==> src/rtl/touch_pkg.sv <==
// Shared types for the touch gesture engine: gesture codes and FSM state encoding.
package touch_pkg;

  localparam int unsigned GC_W = 3;

  typedef enum logic [GC_W-1:0] {
    GcNone = 3'd0,
    GcTap  = 3'd1,
    GcLong = 3'd2,
    GcSwL  = 3'd3,
    GcSwR  = 3'd4,
    GcSwU  = 3'd5,
    GcSwD  = 3'd6
  } gesture_code_t;

  typedef enum logic [1:0] {
    StIdle  = 2'd0,
    StPress = 2'd1,
    StHold  = 2'd2
  } touch_state_t;

endpackage

==> src/rtl/touch_release_debounce.sv <==
// Counts consecutive invalid samples of an active touch; flags the edge that sees
// the DEBOUNCE_CYC-th consecutive low so the caller can act on that same edge.
module touch_release_debounce #(
  parameter int unsigned CNT_W        = 16,
  parameter int unsigned DEBOUNCE_CYC = 4
) (
  input  logic clk,
  input  logic reset,
  input  logic sample_valid,
  input  logic clear,
  output logic release_pulse
);

  localparam logic [CNT_W-1:0] LastGap = CNT_W'(DEBOUNCE_CYC - 1);

  logic [CNT_W-1:0] gap_q, gap_d;

  // Combinational so the release is decided on the edge sampling the final low.
  assign release_pulse = !clear && !sample_valid && (gap_q == LastGap);

  always_comb begin
    gap_d = gap_q;
    if (clear || sample_valid || release_pulse) begin
      gap_d = '0;
    end else if (gap_q != '1) begin
      gap_d = gap_q + 1'b1;
    end
  end

  always_ff @(posedge clk or posedge reset) begin
    if (reset) begin
      gap_q <= '0;
    end else begin
      gap_q <= gap_d;
    end
  end

endmodule

==> src/rtl/touch_gesture_engine.sv <==
// Classifies touches from the mapped coordinate stream into tap, long press or
// four-direction swipe, emitting one registered report pulse per gesture.
module touch_gesture_engine
  import touch_pkg::*;
#(
  parameter int unsigned COORD_W        = 10,
  parameter int unsigned CNT_W          = 16,
  parameter int unsigned DEBOUNCE_CYC   = 4,
  parameter int unsigned TAP_MAX_CYC    = 20,
  parameter int unsigned LONG_PRESS_CYC = 100,
  parameter int unsigned SWIPE_THRESH   = 40
) (
  input  logic                      clk,
  input  logic                      reset,
  input  logic                      touch_valid,
  input  logic        [COORD_W-1:0] touch_x,
  input  logic        [COORD_W-1:0] touch_y,
  output logic                      gesture_valid,
  output logic        [GC_W-1:0]    gesture_code,
  output logic signed [COORD_W:0]   gesture_dx,
  output logic signed [COORD_W:0]   gesture_dy,
  output logic                      busy
);

  localparam int unsigned DW = COORD_W + 1;

  localparam logic [DW-1:0]    SwipeTh = DW'(SWIPE_THRESH);
  localparam logic [CNT_W-1:0] LongCnt = CNT_W'(LONG_PRESS_CYC);
  localparam logic [CNT_W-1:0] TapMax  = CNT_W'(TAP_MAX_CYC);

  touch_state_t        state_q, state_d;
  logic [COORD_W-1:0]  start_x_q, start_x_d, start_y_q, start_y_d;
  logic [COORD_W-1:0]  last_x_q, last_x_d, last_y_q, last_y_d;
  logic [CNT_W-1:0]    press_cnt_q, press_cnt_d;
  logic                gv_q, gv_d;
  gesture_code_t       code_q, code_d;
  logic signed [DW-1:0] dx_q, dx_d, dy_q, dy_d;

  logic                rel_pulse;
  logic [COORD_W-1:0]  eff_x, eff_y;
  logic signed [DW-1:0] dx, dy;
  logic [DW-1:0]       adx, ady;
  logic [CNT_W-1:0]    press_cnt_inc;
  gesture_code_t       rel_code;

  touch_release_debounce #(
    .CNT_W        (CNT_W),
    .DEBOUNCE_CYC (DEBOUNCE_CYC)
  ) u_debounce (
    .clk           (clk),
    .reset         (reset),
    .sample_valid  (touch_valid),
    .clear         (state_q == StIdle),
    .release_pulse (rel_pulse)
  );

  // A valid sample is included in the displacement on the edge that samples it.
  assign eff_x = touch_valid ? touch_x : last_x_q;
  assign eff_y = touch_valid ? touch_y : last_y_q;

  assign dx  = $signed({1'b0, eff_x}) - $signed({1'b0, start_x_q});
  assign dy  = $signed({1'b0, eff_y}) - $signed({1'b0, start_y_q});
  assign adx = dx[DW-1] ? -dx : dx;
  assign ady = dy[DW-1] ? -dy : dy;

  assign press_cnt_inc = (press_cnt_q == '1) ? press_cnt_q : press_cnt_q + 1'b1;

  always_comb begin
    rel_code = GcNone;
    if (adx >= SwipeTh || ady >= SwipeTh) begin
      // Equal magnitudes resolve to the horizontal axis.
      if (adx >= ady) begin
        rel_code = dx[DW-1] ? GcSwL : GcSwR;
      end else begin
        rel_code = dy[DW-1] ? GcSwU : GcSwD;
      end
    end else if (press_cnt_q <= TapMax) begin
      rel_code = GcTap;
    end
  end

  always_comb begin
    state_d     = state_q;
    start_x_d   = start_x_q;
    start_y_d   = start_y_q;
    last_x_d    = last_x_q;
    last_y_d    = last_y_q;
    press_cnt_d = press_cnt_q;
    gv_d        = 1'b0;
    code_d      = code_q;
    dx_d        = dx_q;
    dy_d        = dy_q;
    case (state_q)
      StIdle: begin
        if (touch_valid) begin
          start_x_d   = touch_x;
          start_y_d   = touch_y;
          last_x_d    = touch_x;
          last_y_d    = touch_y;
          press_cnt_d = CNT_W'(1);
          state_d     = StPress;
        end
      end
      StPress: begin
        if (touch_valid) begin
          last_x_d    = touch_x;
          last_y_d    = touch_y;
          press_cnt_d = press_cnt_inc;
          if (press_cnt_inc == LongCnt && adx < SwipeTh && ady < SwipeTh) begin
            gv_d    = 1'b1;
            code_d  = GcLong;
            dx_d    = dx;
            dy_d    = dy;
            state_d = StHold;
          end
        end else if (rel_pulse) begin
          state_d = StIdle;
          if (rel_code != GcNone) begin
            gv_d   = 1'b1;
            code_d = rel_code;
            dx_d   = dx;
            dy_d   = dy;
          end
        end
      end
      StHold: begin
        if (touch_valid) begin
          last_x_d = touch_x;
          last_y_d = touch_y;
        end else if (rel_pulse) begin
          state_d = StIdle;
        end
      end
      default: state_d = StIdle;
    endcase
  end

  always_ff @(posedge clk or posedge reset) begin
    if (reset) begin
      state_q     <= StIdle;
      start_x_q   <= '0;
      start_y_q   <= '0;
      last_x_q    <= '0;
      last_y_q    <= '0;
      press_cnt_q <= '0;
      gv_q        <= 1'b0;
      code_q      <= GcNone;
      dx_q        <= '0;
      dy_q        <= '0;
    end else begin
      state_q     <= state_d;
      start_x_q   <= start_x_d;
      start_y_q   <= start_y_d;
      last_x_q    <= last_x_d;
      last_y_q    <= last_y_d;
      press_cnt_q <= press_cnt_d;
      gv_q        <= gv_d;
      code_q      <= code_d;
      dx_q        <= dx_d;
      dy_q        <= dy_d;
    end
  end

  assign gesture_valid = gv_q;
  assign gesture_code  = code_q;
  assign gesture_dx    = dx_q;
  assign gesture_dy    = dy_q;
  assign busy          = (state_q != StIdle);

endmodule

==> config.mk <==
export PLATFORM = sky130hd
export DESIGN_NAME = touch_gesture_engine
export DESIGN_NICKNAME = d
export VERILOG_FILES = /design/src/rtl/touch_pkg.sv /design/src/rtl/touch_release_debounce.sv /design/src/rtl/touch_gesture_engine.sv
export SDC_FILE = /design/constraint.sdc
export NUM_CORES = 1
export LEC_CHECK = 0
export ABC_AREA = 0
export ABC_CLOCK_PERIOD_IN_PS = 5850
export CAP_MARGIN = 20
export CORE_MARGIN = 4
export CORE_UTILIZATION = 45
export CTS_CLUSTER_DIAMETER = 30
export CTS_CLUSTER_SIZE = 20
export DETAILED_ROUTE_END_ITERATION = 10
export DONT_BUFFER_PORTS = 1
export GPL_ROUTABILITY_DRIVEN = 0
export GPL_TIMING_DRIVEN = 1
export PLACE_DENSITY = 0.6
export SLEW_MARGIN = 0
export SYNTH_ARGS = -nofsm -noshare
export SYNTH_HDL_FRONTEND = slang
export SYNTH_HIERARCHICAL = 1
export SYNTH_SLANG_ARGS = --single-unit
==> constraint.sdc <==
create_clock -name clk -period 5.85 [get_ports clk]
set_clock_uncertainty 0.15 [all_clocks]
set_input_delay 1.17 -clock clk [delete_from_list [all_inputs] [get_ports clk]]
set_output_delay 1.17 -clock clk [all_outputs]
set_load 0.005 [all_outputs]
==> results of run 1 <==
-- per-layer routing --
metal	GRT usage [%]	vias to the layer above	part of all wire (%)
li1	-	2729	-
met1	25.3	2709	49
met2	27.5	115	44
met3	5.48	19	6.3
met4	4.86	0	1.4
met5	0	-	0
-- report_power, final --
group	internal (mW)	total (mW)	switching [mW]
sequential	0.774	0.849	0.0753
clock	0.342	0.607	0.265
combinational	0.606	1.40	0.794
-- layout make-up --
cell class | count | area [µm²]
sequential | 100 | 2500
fill | 1484 | 7820
clock buffer | 10 | 239
inverter | 41 | 155
tap | 211 | 264
clock inverter | 5 | 60.1
timing repair buffer | 10 | 75.1
multi-input combinational | 574 | 4310
-- how the worst min path moves through the flow --
| stage | start | endpoint | depth (start not counted) |
|---|---|---|---|
| final | last_x_q[2] | last_x_q[2] | 1 |
| after global routing | last_y_q[8] | last_y_q[8] | 1 |
| after CTS | last_x_q[2] | last_x_q[2] | 1 |
| after detailed placement | last_x_q[2] | last_x_q[2] | 1 |
| after global placement | last_x_q[3] | last_x_q[3] | 1 |
| after floorplan | last_x_q[7] | last_x_q[7] | 1 |
-- state kept, by name (all words and copies together) (netlist names) --
signal,cells
start_y_q,10
gesture_code,3
state_q,2
last_x_q,10
gesture_dx,11
gesture_valid,1
last_y_q,10
press_cnt_q,16
start_x_q,10
gesture_dy,11
u_debounce/gap_q,16
-- cells by family (layout without fill, tap and decap cells) --
kind of cell	Yosys count	in the layout	synth area share, %
flip-flops	100	100	34.8
buffers and inverters	77	66	5.45
AND/OR/NAND/NOR	249	249	18.6
adder cells (fa/ha/maj)	38	38	6.79
XOR/XNOR	31	31	4.25
AO/OA/AOI/OAI	186	186	18.5
multiplexers	70	70	11.5
-- per-stage QoR --
step                hold WS, ns  area (µm²)  setup WS [ns]
CTS                       0.359        7600          0.437
detailed placement        0.343        7300         0.0582
global placement          0.334        7300          0.162
floorplan                 0.327        7220         0.0186
global route              0.376        7600          0.122
finish                    0.354        7600          0.419
-- worst reg2reg max path: stages, from the launching register on --
cell	delay (ns)
sky130_fd_sc_hd__dfrtp_1	0.38
sky130_fd_sc_hd__mux2i_1	0.19
sky130_fd_sc_hd__ha_1	0.22
sky130_fd_sc_hd__inv_1	0.06
sky130_fd_sc_hd__fa_1	0.44
sky130_fd_sc_hd__a211o_1	0.33
sky130_fd_sc_hd__o21a_4	0.15
sky130_fd_sc_hd__xor2_4	0.18
sky130_fd_sc_hd__or3_4	0.44
sky130_fd_sc_hd__nand2_1	0.09
sky130_fd_sc_hd__xor2_1	0.16
sky130_fd_sc_hd__ha_1	0.26
sky130_fd_sc_hd__o21ai_0	0.08
sky130_fd_sc_hd__a31oi_1	0.07
sky130_fd_sc_hd__a311oi_2	0.33
sky130_fd_sc_hd__nand3b_1	0.15
sky130_fd_sc_hd__and4b_1	0.20
sky130_fd_sc_hd__o31ai_1	0.09
sky130_fd_sc_hd__maj3_1	0.38
sky130_fd_sc_hd__a211o_1	0.33
sky130_fd_sc_hd__o21ba_1	0.17
-- cell usage after synthesis (10+ instances only) --
cell                       instances
sky130_fd_sc_hd__and3_1           12
sky130_fd_sc_hd__o21ai_0          47
sky130_fd_sc_hd__nor2_1           49
sky130_fd_sc_hd__nand4_1          10
sky130_fd_sc_hd__nor3_1           20
sky130_fd_sc_hd__ha_1             35
sky130_fd_sc_hd__a21oi_1          40
sky130_fd_sc_hd__mux2_2           40
sky130_fd_sc_hd__mux2i_1          10
sky130_fd_sc_hd__dfrtp_1         100
sky130_fd_sc_hd__xnor2_1          19
sky130_fd_sc_hd__clkbuf_1         17
sky130_fd_sc_hd__nand3_1          24
sky130_fd_sc_hd__mux2_4           14
sky130_fd_sc_hd__nand2_1          60
sky130_fd_sc_hd__inv_1            40
==> results.md, run 1 <==
- The run finished with clean final reports.
- The worst register-to-register path begins at last_y_q[0].
- The post-CTS clock slew at the launch and capture registers of the worst setup and hold paths is 0.07 ns.
- The critical path launch point is touch_valid.
- The share of the core filled with cells is 49.3%.
- The number of standard cells in the final layout excluding fillers is 951.
- In this run the core area contains 45 standard-cell rows.
- The unique cell type count in the Yosys netlist is 97.
- The largest single stage delay on the critical path is 0.44 ns.
- Sorting the synthesized cells by area gives the leading types as sky130_fd_sc_hd__dfrtp_1 35%, sky130_fd_sc_hd__mux2_2 6.3%, sky130_fd_sc_hd__ha_1 6.1%.
- The count of endpoints failing hold in the final timing report was 0.
- The sequential-to-total area share from yosys stat is 34.8%.
- The cell sitting at the root of the clock tree is a sky130_fd_sc_hd__clkbuf_16.
- The number of antenna violations at the first check in global routing is 0.
- The power after layout is 2.86 mW.
- Of all flip-flops after synthesis, the portion carrying an async set or reset was 100%.
- Based on the critical path, the design can be clocked at up to 184 MHz.
- The floorplan step defined a die boundary enclosing 0.0181 mm².
- The power per cell area is 376 mW/mm².
- The slowest stage cell on the critical path is sky130_fd_sc_hd__fa_1.
- The worst register-to-register path has a depth of 20.
- The number of global-route vias before repair came to 5379.
- Data arrives at the worst endpoint at 5.53 ns.
- The clock drives 100 sinks.
- The number of nets in the layout is 796.
- Once the floorplan was initialized, standard cells occupied 46.6% of the core.
- Synthesis produced 751 cells.
- TritonCTS created 9 clock buffers.
- The max-cap check violation count is 0.
- No sink is reached through more buffers than the 2 on the longest clock path.
- The first-pass iteration count of the detailed router is 5.
- For this block, the via count after detailed routing is 5572.
- Setup repair after global routing left no endpoint under its margin.
- Buffers placed on the I/O ports in this run total 0.
- The floorplan step set the die width to 134 µm.
- The routed design has 15800 µm of wire.
- After synthesis the netlist holds a flip-flop and latch count of 100.
- The total area inside the core boundary comes to 0.0154 mm².
- The dominant delay contributor by cell family on the critical path is compound AO/OA/AOI/OAI gates.
- The top-area cell type share of the netlist area is 34.8%.
- In this run the number of cells on the critical path is 20.
- From bottom edge to top edge, the die measures 134 µm.
- The total congestion overflow after global routing is 0.
- After legalization and detailed placement, the total HPWL measured 11800 µm.
- The number of diodes added for antenna fixing is 0.
- The average footprint of a synthesized cell is 9.57 µm².
- 50 I/O pins were placed.
- The cts-stage hold buffer count is 0.
- The first global-routing pass estimated 27000 µm of wire.
- The net count after synthesis is 811.
- The worst-path maximum fanout is 27.
- The register-to-register path setup slack is 0.91 ns.
- The cell count after placement is 936.
- The endpoint class of the critical path is a register.
- The library cell used most frequently in the layout, excluding fill and tap cells, is sky130_fd_sc_hd__dfrtp_1.
- The static leakage is 3.22 nW.
- Dividing the detail-routed wire length by the instance count gives 16.6 µm.
- The type of the worst setup path is input pin to register.
- TritonCTS built the clock tree.
- For this run, design rule violations remaining after detail routing come to 0.
- The count of final max-slew check failures is 0.
- Compared with the post-synthesis result, the final layout area differs by 5.80%.
- The top flip-flop cell by instance count after synthesis is sky130_fd_sc_hd__dfrtp_1.
- The post-route minimum period is 5.43 ns.
- In this run the worst setup path terminates at gesture_code[0].
- The synthesized design contains 0 enable-type register cells.
- Post-CTS timing repair inserted 0 buffers for setup.
- The post-cts gate resize count is 0.
- Setup violations remaining at the end of the flow were counted as 0.
- Summed over all instances, the cell type with the most area after synthesis is sky130_fd_sc_hd__dfrtp_1.
- The synthesis warning total is 6.
- The sum of buffers and inverters on the critical path is 1.
- Measured against its own limit, the worst slew margin works out to 34.3%.
- Using the TritonRoute via totals, the vias-per-cell ratio works out to 5.86.
- The worst hold path belongs to the class register to register.
- The remaining antenna violation count after routing is 0.
- The area of the mapped netlist is 0.00719 mm².
- STA classifies the critical path startpoint as an input pin.
- IR analysis of the VDD net gives a maximum drop of 180 µV.
- The number of H-tree levels is 3.
- The worst register-to-register path ends at gesture_code[0].
- The clock insertion delay at the later pin of the skew report is 0.35 ns.
- For the pin with the worst max-slew slack, the measured transition is 0.983 ns.
- The maximum number of pins on one net before global-route repair is 72.
- The proportion of layout cells with a drive suffix above 1 is 15.3%.
- The ratio of final minimum period to clock period is 92.8%.
- In this run, the number of DRC markers left after iteration 0 of detailed routing was 304.
- Leaving out fill and tap cells, the most frequent cells in the layout are 100 x sky130_fd_sc_hd__dfrtp_1, 60 x sky130_fd_sc_hd__nand2_1, 48 x sky130_fd_sc_hd__nor2_1.
- The data required time at the worst endpoint is 5.95 ns.
- The signal on the critical path passes through mux2i_1 -> ha_1 -> inv_1 -> fa_1 -> a211o_1 -> o21a_4 -> xor2_4 -> or3_4 -> nand2_1 -> xor2_1 -> ha_1 -> o21ai_0 -> a31oi_1 -> a311oi_2 -> nand3b_1 -> and4b_1 -> o31ai_1 -> maj3_1 -> a211o_1 -> o21ba_1.
- The global routing usage summed across all routing layers is 18.1%.
- After routing, the total negative slack on setup checks comes to 0 ns.
Note: power is estimated with default switching activity, not from simulation.
==> run 2, diff against run 1 <==
- CORE_UTILIZATION: 45 -> 25
- PLACE_DENSITY: 0.6 -> 0.38
==> run 2 against run 1 <==
  * Worst setup slack better by 0.011 ns
  * Flip-flop and latch count stayed put
  * Critical endpoint unchanged
  * Fmax is 0.20% higher
  * Clock power is 3% higher
  * Count of clock-buffer cells in the layout is 1 higher
  * Via count is 0.84% lower
  * First-iteration DRC count is 1.6% higher
==> results.md, run 2 (synthesis gave the netlist of run 1 again) <==
- The run finished with clean final reports.
- The stage delay of the slowest cell on the critical path was 0.44 ns (about the same).
- The power per cell area is 373 mW/mm² (-0.73%).
- The share of the core filled with cells is 28.0% (-21 points).
- For this design, the slowest cell found on the critical path is sky130_fd_sc_hd__fa_1.
- The core footprint was 0.0281 mm² (+82%).
- The switching power is 1.19 mW (+4.6%).
- The data arrival time at the worst-slack endpoint is 5.52 ns (about the same).
- The kind of path behind the tightest hold check is register to register.
- The post-CTS clock slew at the launch and capture registers of the worst setup and hold paths is 0.07 ns (about the same).
- The setup TNS was 0 ns (unchanged).
- The width of the die is 178 µm (+32%).
- The number of global-route vias before repair is 5363 (-0.30%).
- The height of the die was 178 µm (+32%).
- The first-pass iteration count of the detailed router is 5 (unchanged).
- The number of remaining DRC errors is 0 (unchanged).
- The top achievable clock speed was 184 MHz (+0.20%).
- The full die area came to 0.0315 mm² (+75%).
- The clock tree from TritonCTS is done.
- The sequential share of power is 29.2% (-0.5 points).
- The total congestion overflow after global routing was 0 (unchanged).
- The cell count after placement is 1108 (+18%).
- The count of final max-slew check failures was 0 (unchanged).
- The internal portion of total power is 1.74 mW (+1.2%).
- The cts-stage hold buffer count is 0 (unchanged).
- The average vias per placed instance is 4.92 (-16%).
- The wire length per cell is 16.6 µm (-0.42%).
- The standard cell area after detailed placement is 0.00755 mm² (+3.4%).
- The static leakage is 3.24 nW (+0.67%).
- The cell family contributing the most delay on the critical path is compound AO/OA/AOI/OAI gates.
- Setup repair after global routing left no endpoint under its margin.
- The buffer type at the clock tree root is sky130_fd_sc_hd__clkbuf_16.
- The placed wire-length estimate after detailed placement is 14100 µm (+19%).
- The share of total power consumed by net switching is 40.5% (+0.79 points).
- The pin slew with the least headroom to its limit was 1.08 ns (+0.0990 ns).
- The number of H-tree levels is 3 (unchanged).
- The worst-path maximum fanout is 27 (unchanged).
- The global routing usage summed across all routing layers came to 12.0% (-6.1 points).
- The sum of buffers and inverters on the critical path came to 1 (unchanged).
- The number of diodes added for antenna fixing came to 0 (unchanged).
- The worst-case vdd ir drop is 137 µV (-24%).
- The area taken by flip-flops and latches is 0.00250 mm² (unchanged).
- The multi-input combinational cell area is 0.00431 mm² (unchanged).
- The ratio of final minimum period to clock period is 92.7% (-0.19 points).
- The global-route wire length before repair was 30400 µm (+13%).
- Leaving out fill and tap cells, the most frequent cells in the layout are 100 x sky130_fd_sc_hd__dfrtp_1, 60 x sky130_fd_sc_hd__nand2_1, 48 x sky130_fd_sc_hd__nor2_1.
- The CTS sink count is 100 (unchanged).
- The post-cts gate resize count is 0 (unchanged).
- The maximum clock path buffer count is 2 (unchanged).
- The TritonCTS buffer count came to 9 (unchanged).
- The final instance area was 0.00785 mm² (+3.3%).
- The number of nets in the layout is 801 (+0.63%).
- The worst max-slew margin expressed relative to the limit is 27.3% (-7.0 points).
- The number of port buffers was 0 (unchanged).
- The signal on the critical path passes through mux2i_1 -> ha_1 -> inv_1 -> fa_1 -> a211o_1 -> o21a_4 -> xor2_4 -> or3_4 -> nand2_1 -> xor2_1 -> ha_1 -> o21ai_0 -> a31oi_1 -> a311oi_2 -> nand3b_1 -> and4b_1 -> o31ai_1 -> maj3_1 -> a211o_1 -> o21ba_1.
- The initial cell density of the core is 25.6% (-21 points).
- The top-level port count came to 50 (unchanged).
- The most common library cell in the layout ignoring fill and taps is sky130_fd_sc_hd__dfrtp_1.
- The total via count after detailed routing is 5525 (-0.84%).
- The clock insertion delay at the later pin of the skew report was 0.35 ns (about the same).
- The maximum number of pins on one net before global-route repair is 45 (-38%).
- The largest registers in the layout are press_cnt_q x16, u_debounce/gap_q x16.
- The count of endpoints failing hold in the final timing report is 0 (unchanged).
- The count of endpoints failing setup in the final report is 0 (unchanged).
- The number of standard cells in the final layout excluding fillers is 1124 (+18%).
- The data required time at the worst endpoint was 5.95 ns (about the same).
- The endpoint class of the critical path is a register.
- The type of element launching the critical path is an input pin.
- The max-cap check violation count is 0 (unchanged).
- The number of buffers added for setup after CTS was 0 (unchanged).
- The part of the power in the clock network is 21.3% (about the same).
- The share of total power in combinational logic is 49.5% (+0.5 points).
- The remaining antenna violation count after routing is 0 (unchanged).
- The number of DRC violations after detailed-routing iteration 0 is 309 (+1.6%).
- Relative to the synthesized area, the layout overhead comes to 9.28%.
- The type of the worst setup path is input pin to register.
- The number of antenna violations at the first check in global routing is 0 (unchanged).
- The post-route minimum period is 5.42 ns (-0.0110 ns).
- The number of fill cells is 3041 (+100%).
- The count of standard-cell rows came to 61 (+36%).
- The proportion of layout cells with a drive suffix above 1 is 15.8% (+0.55 points).
- The wire length reported by the detailed router is 18600 µm (+18%).
run 2: changes by cell type in the layout (fill, tap and decap cells not counted), sizes merged:
cell      delta
buf          +5
clkbuf       +1
clkinv       -2
clkinvlp     +1
inv          +1
run 2: metal layers:
layer / GRT usage, % / part of all wire, % / vias to the layer above
met2: 17.3 / 42 / 78
li1: - / - / 2744
met5: 0 / 0 / -
met3: 3.52 / 5.4 / 8
met4: 2.61 / 0.75 / 0
met1: 17.7 / 52 / 2695
run 2: power by group through the flow:
stage	Sequential, mW	Combinational, mW	Clock (mW)
after floorplan	0.829	1.15	0
after global placement	0.867	1.43	0
after detailed placement	0.869	1.46	0
after CTS	0.855	1.46	0.654
after global routing	0.868	1.63	0.682
final	0.854	1.45	0.624
run 2: final cells by class:
type                            instances  share of cell area (%)
Inverter                               41                    1.99
Multi-Input combinational cell        574                    54.9
Tap cell                              378                    6.02
Clock inverter                          5                   0.749
Sequential cell                       100                    31.9
Timing Repair Buffer                   15                    1.43
Clock buffer                           11                    3.09
run 2: path summary, 6_finish.rpt:
path                       slack, ns  cells past startpoint         from         endpoint
setup / recovery                0.43                     20  touch_valid  gesture_code[0]
setup reg to reg                0.94                     20  last_y_q[0]  gesture_code[0]
max in group asynchronous       3.97                      2        reset    gesture_dy[6]
min in group asynchronous       0.61                      1        reset      last_x_q[8]
hold / removal                  0.36                      1  last_x_q[3]      last_x_q[3]
hold reg to reg                 0.36                      1  last_x_q[3]      last_x_q[3]
run 2: per-stage QoR:
stage | hold WS (ns) | setup WS, ns | total power, mW
detailed placement | 0.344 | 0.0518 | 2.33
global placement | 0.334 | 0.139 | 2.30
CTS | 0.360 | 0.441 | 2.97
global route | 0.366 | 0.105 | 3.18
finish | 0.356 | 0.430 | 2.93
floorplan | 0.327 | 0.0186 | 1.98
